--- src/rtl/sd_ring_demux.sv ---
// Receive-side ring demultiplexer: routes ring packets to the SD data path
// (memory read responses) or the SD register block. It discards packets of
// unknown class and malformed packets, and counts them in a saturating counter.
module sd_ring_demux #(
  parameter int unsigned D_LEN = 9,
  parameter int unsigned R_LEN = 2,
  parameter int unsigned ERR_W = 8
) (
  input  logic             CLK,
  input  logic             RST_N,
  input  logic             I_STB,
  input  logic             I_SOF,
  input  logic [71:0]      I_DATA,
  output logic             I_ACK,
  output logic             O_D_STB,
  output logic             O_D_SOF,
  output logic [71:0]      O_D_DATA,
  input  logic             O_D_ACK,
  output logic             O_R_STB,
  output logic             O_R_SOF,
  output logic [71:0]      O_R_DATA,
  input  logic             O_R_ACK,
  output logic [ERR_W-1:0] ERR_CNT
);

  localparam int unsigned CntW = $clog2(D_LEN + 1);
  localparam int unsigned SumW = ERR_W + 1;

  typedef enum logic [1:0] {StIdle, StDFwd, StRFwd, StDrop} state_e;
  typedef enum logic [1:0] {TgtDrop, TgtD, TgtR} tgt_e;

  state_e            state_q, state_d;
  logic [CntW-1:0]   cnt_q, cnt_d;
  logic [ERR_W-1:0]  err_q, err_d;
  logic [SumW-1:0]   err_sum;
  tgt_e              tgt;
  logic              d_free, r_free;
  logic              acc_d, acc_r;
  logic              err_orphan, err_trunc, err_class;
  logic              d_stb_d, r_stb_d;

  assign ERR_CNT = err_q;

  // Word routing and input handshake: a header chooses its own target, any
  // other word follows the packet in progress.
  always_comb begin
    d_free = !O_D_STB | O_D_ACK;
    r_free = !O_R_STB | O_R_ACK;
    tgt    = TgtDrop;
    if (I_SOF) begin
      unique case (I_DATA[71:70])
        2'b00:   tgt = TgtD;
        2'b01:   tgt = TgtR;
        default: tgt = TgtDrop;
      endcase
    end else begin
      unique case (state_q)
        StDFwd:  tgt = TgtD;
        StRFwd:  tgt = TgtR;
        default: tgt = TgtDrop;
      endcase
    end
    unique case (tgt)
      TgtD:    I_ACK = I_STB & d_free;
      TgtR:    I_ACK = I_STB & r_free;
      default: I_ACK = I_STB;
    endcase
    acc_d = I_ACK & (tgt == TgtD);
    acc_r = I_ACK & (tgt == TgtR);
  end

  // Packet FSM next state, remaining-word counter and error accounting.
  always_comb begin
    state_d    = state_q;
    cnt_d      = cnt_q;
    err_orphan = 1'b0;
    err_trunc  = 1'b0;
    err_class  = 1'b0;
    if (I_ACK) begin
      if (I_SOF) begin
        // A header inside an unfinished packet truncates it.
        err_trunc = (state_q != StIdle);
        unique case (I_DATA[71:70])
          2'b00: begin
            state_d = StDFwd;
            cnt_d   = CntW'(D_LEN - 1);
          end
          2'b01: begin
            state_d = StRFwd;
            cnt_d   = CntW'(R_LEN - 1);
          end
          default: begin
            state_d   = StDrop;
            cnt_d     = CntW'(D_LEN - 1);
            err_class = 1'b1;
          end
        endcase
      end else if (state_q == StIdle) begin
        err_orphan = 1'b1;
      end else if (cnt_q == CntW'(1)) begin
        state_d = StIdle;
        cnt_d   = '0;
      end else begin
        cnt_d = cnt_q - CntW'(1);
      end
    end
    // Truncation and a bad-class header can land in the same cycle, so up to 2.
    err_sum = {1'b0, err_q} + SumW'(err_orphan) + SumW'(err_trunc) + SumW'(err_class);
    err_d   = err_sum[ERR_W] ? '1 : err_sum[ERR_W-1:0];
    d_stb_d = acc_d | (O_D_STB & !O_D_ACK);
    r_stb_d = acc_r | (O_R_STB & !O_R_ACK);
  end

  // Control state and output valid/header flags.
  always_ff @(posedge CLK or negedge RST_N) begin
    if (!RST_N) begin
      state_q <= StIdle;
      cnt_q   <= '0;
      err_q   <= '0;
      O_D_STB <= 1'b0;
      O_R_STB <= 1'b0;
      O_D_SOF <= 1'b0;
      O_R_SOF <= 1'b0;
    end else begin
      state_q <= state_d;
      cnt_q   <= cnt_d;
      err_q   <= err_d;
      O_D_STB <= d_stb_d;
      O_R_STB <= r_stb_d;
      if (acc_d) O_D_SOF <= I_SOF;
      if (acc_r) O_R_SOF <= I_SOF;
    end
  end

  // Output data registers; qualified by STB so they need no reset.
  always_ff @(posedge CLK) begin
    if (acc_d) O_D_DATA <= I_DATA;
    if (acc_r) O_R_DATA <= I_DATA;
  end

endmodule

--- config.mk ---
export PLATFORM = sky130hd
export DESIGN_NAME = sd_ring_demux
export DESIGN_NICKNAME = d
export VERILOG_FILES = /design/src/rtl/sd_ring_demux.sv
export SDC_FILE = /design/constraint.sdc
export NUM_CORES = 1
export LEC_CHECK = 0
export CORE_ASPECT_RATIO = 1.4
export CORE_MARGIN = 2
export CORE_UTILIZATION = 38
export DETAILED_ROUTE_END_ITERATION = 8
export PLACE_DENSITY = 0.85
export RECOVER_POWER = 50
export SETUP_SLACK_MARGIN = 0.4
export SLEW_MARGIN = 10
export SYNTH_ARGS = -nofsm -noshare
export SYNTH_HDL_FRONTEND = slang
export SYNTH_SLANG_ARGS = --single-unit
--- constraint.sdc ---
create_clock -name CLK -period 7 [get_ports CLK]
set_input_delay 1.4 -clock CLK [delete_from_list [all_inputs] [get_ports CLK]]
set_output_delay 1.4 -clock CLK [all_outputs]
set_load 0.03 [all_outputs]
==> flow_summary.json <==
{
  "clk_pin_slew_ns": 0.06,
  "grt_pass1_wl_um": 18900,
  "reg2reg_depth": 13,
  "yosys.area.top_type_share": 0.804,
  "arrival_ns": 4.17,
  "synth-seq-area-share": 0.887,
  "setup_viol": 0,
  "dr.pass1.iters": 4,
  "max_cap_violations": 0,
  "antenna_found_initial": 1,
  "run_status": "finished, final reports clean",
  "ir_worst_vdd_mv": 0.255,
  "met3_usage": 0.0533,
  "totalWireLength_um": 13000,
  "vias": 3254,
  "timing.fmax_mhz": 180,
  "finalHoldViolCount": 0,
  "yosys_warnings": 0,
  "critPathMaxFanout": 6,
  "crit_family": "buffers and inverters",
  "via_per_inst": 4.64,
  "finalCritPeriodShare": 0.796,
  "grt.busiest_layer": "met2",
  "reg2reg_to": "ERR_CNT[3]$_DFF_PN0_",
  "cts_max_level": 4,
  "ant_nets": 0,
  "postLayoutCellArea_um2": 8560,
  "hp-class": "register to register",
  "yosysMostFrequentCell": "edfxtp_1",
  "grt_pass1_vias": 3335,
  "place_area_um2": 7990,
  "drt_iter0_markers": 164,
  "power_mw": 2.52,
  "rsz0062_at_grt": "no",
  "cts-resized-gates": 0,
  "drive_above_1_share": 0.0814,
  "dieArea_um2": 15100,
  "synth.distinct_cells": 36,
  "reg2reg_slack_ns": 3.30,
  "syn-num-nets": 334,
  "cts-buffers-inserted": 17,
  "worstReg2RegStart": "state_q[0]$_DFFE_PN0P_",
  "cp-start-kind": "input port",
  "rows": 51,
  "cts_buffer_depth": 2,
  "fp.dieW_um": 105,
  "postCtsSetupRepairBufs": 0,
  "syn_avg_cell_area_um2": 21.7,
  "worstPathRequired_ns": 5.60,
  "leakagePower_nw": 3.07,
  "area_growth_syn_to_layout_pct": 59.0,
  "slew_viol_final": 0,
  "crit_chain": "dlygate4sd3_1, nor2b_1, and2_0, a21o_1, ha_1, nor4b_2, nor3b_2, clkdlybuf4s50_1",
  "synth_area_leaders": "edfxtp_1, dfrtp_1, ha_1",
  "crit_path_start": "I_DATA[70]",
  "slowest_stage": "clkdlybuf4s50_1",
  "finClkSkew_ns": 0.00739,
  "ys.flop_type": "edfxtp_1",
  "portBuffers": 234,
  "hpwl_um": 9580,
  "insertion_delay_ns": 0.40,
  "critical_path.max_stage_delay_ns": 0.63,
  "path_class": "input port to output port",
  "synth_top_cell_by_area": "edfxtp_1",
  "powerDensity_nw_per_um2": 294,
  "grt_use_met2": 0.309,
  "worstSetupEndpointType": "output port",
  "globalplace.congestion": 0.799,
  "wl_per_cell_um": 18.5,
  "ys_seq_elements": 162,
  "die_h_um": 145,
  "gr-usage-all-layers": 0.167,
  "fin_nets": 589,
  "synthesis.area_um2": 5380,
  "ctsHoldBuffers": 0,
  "cts_tree": "yes",
  "cts.sinks": 162,
  "synth_edf_count": 144,
  "async_flop_share": 0.111,
  "num-fill-cells": 976,
  "cp_num_cells": 8,
  "synthTopCellsByCount": "edfxtp_1, dfrtp_1, inv_1",
  "tns_ns": 0,
  "cp.buffers_inverters": 2,
  "overflow": 0,
  "use_met1": 0.174,
  "grt_max_degree": 42,
  "syn_inst": 248,
  "relSlewSlack": 0.461,
  "root_buffer": "clkbuf_16",
  "initial_core_util": 0.389,
  "worstMarginPinSlew_ns": 0.806,
  "coreArea_um2": 13800,
  "route.detailed.drc": 0,
  "min_period_ns": 5.57,
  "endpoint": "I_ACK",
  "ios": 235
}
==> cells by family (layout without fill, tap and decap cells) <==
family / Yosys count / after routing / share of synthesized area
DFF: 162 / 162 / 0.887
AOI/OAI and AO/OA: 19 / 19 / 0.0226
muxes: 7 / 7 / 0.0142
adders and majority gates: 8 / 8 / 0.0214
buffers and inverters: 13 / 281 / 0.00907
and+or+nand+nor: 37 / 37 / 0.0423
xor gates and xnor gates: 2 / 2 / 0.00326
other: 0 / 1 / 0
==> routing by layer <==
metal  vias up  part of all wire  routed length, um
li1       1469                 -                  -
met1      1595              0.36               4640
met2       165              0.55               7160
met3        25             0.062                806
met4         0             0.030                387
met5         -                 0                  0
==> worst register-to-register path: stages (launching register included) <==
cell     delay, ns
dfrtp_1       0.42
nor3b_1       0.22
a21oi_1       0.09
ha_1          0.39
nor4b_2       0.11
nor3b_2       0.38
nand3_1       0.17
fa_1          0.53
inv_1         0.04
ha_1          0.21
fa_1          0.44
and4_1        0.26
nand4_1       0.18
o21ai_0       0.13
==> flip-flops by register name, indices dropped and copies added, names as in the netlist <==
| signal | cells |
|---|---|
| ERR_CNT | 8 |
| O_D_STB | 1 |
| state_q | 2 |
| cnt_q | 4 |
| O_D_DATA | 72 |
| O_R_SOF | 1 |
| O_R_DATA | 72 |
| O_D_SOF | 1 |
| O_R_STB | 1 |
==> stage by stage <==
step | instances | utilization | setup slack, ns | hold WS [ns]
final | 702 | 0.618 | 1.43 | 0.500
after floorplan | 248 | - | 1.27 | 0.504
after global placement | 669 | 0.577 | 1.64 | 0.493
after CTS | 701 | 0.618 | 1.52 | 0.504
after global routing | 702 | 0.618 | 1.29 | 0.518
after detailed placement | 669 | 0.577 | 1.53 | 0.485
==> how the worst min path moves through the flow <==
| stage | start | end | slack, ns | cells past startpoint |
|---|---|---|---|---|
| floorplan | cnt_q[3]$_DFFE_PN0P_ | cnt_q[3]$_DFFE_PN0P_ | 0.50 | 1 |
| global placement | O_D_SOF$_DFFE_PN0P_ | O_D_SOF$_DFFE_PN0P_ | 0.49 | 1 |
| detailed placement | O_D_SOF$_DFFE_PN0P_ | O_D_SOF$_DFFE_PN0P_ | 0.48 | 1 |
| CTS | O_D_SOF$_DFFE_PN0P_ | O_D_SOF$_DFFE_PN0P_ | 0.50 | 1 |
| global route | O_D_SOF$_DFFE_PN0P_ | O_D_SOF$_DFFE_PN0P_ | 0.52 | 1 |
| finish | O_D_SOF$_DFFE_PN0P_ | O_D_SOF$_DFFE_PN0P_ | 0.50 | 1 |
==> report_power, final <==
| part | switching (mW) | total (mW) | internal, mW |
|---|---|---|---|
| logic | 0.260 | 0.446 | 0.186 |
| clock network | 0.396 | 0.869 | 0.474 |
| registers | 0.0562 | 1.20 | 1.15 |
| total | 0.712 | 2.52 | 1.81 |
==> cell usage in the layout, fill, tap and decap left out, types with 4 or more instances in the layout <==
| cell type | count |
|---|---|
| nor2_1 | 7 |
| inv_8 | 5 |
| clkbuf_16 | 17 |
| a21oi_1 | 4 |
| edfxtp_1 | 144 |
| dfrtp_1 | 18 |
| inv_1 | 11 |
| mux2_1 | 4 |
| ha_1 | 6 |
| dlygate4sd3_1 | 150 |
| clkdlybuf4s50_1 | 84 |
| nand2_1 | 9 |
==> final cells by class <==
cell class                 instances  area [um2]  share of cell area
antenna                            1        2.50            0.000292
multi-input combinational         73         569              0.0665
tap                              185         231              0.0271
timing repair buffer             237        2360               0.276
inverter                          12        45.0             0.00526
clock buffer                      18         429              0.0502
sequential                       162        4770               0.558
clock inverter                    14         139              0.0162
(Power assumes the default switching activity.)
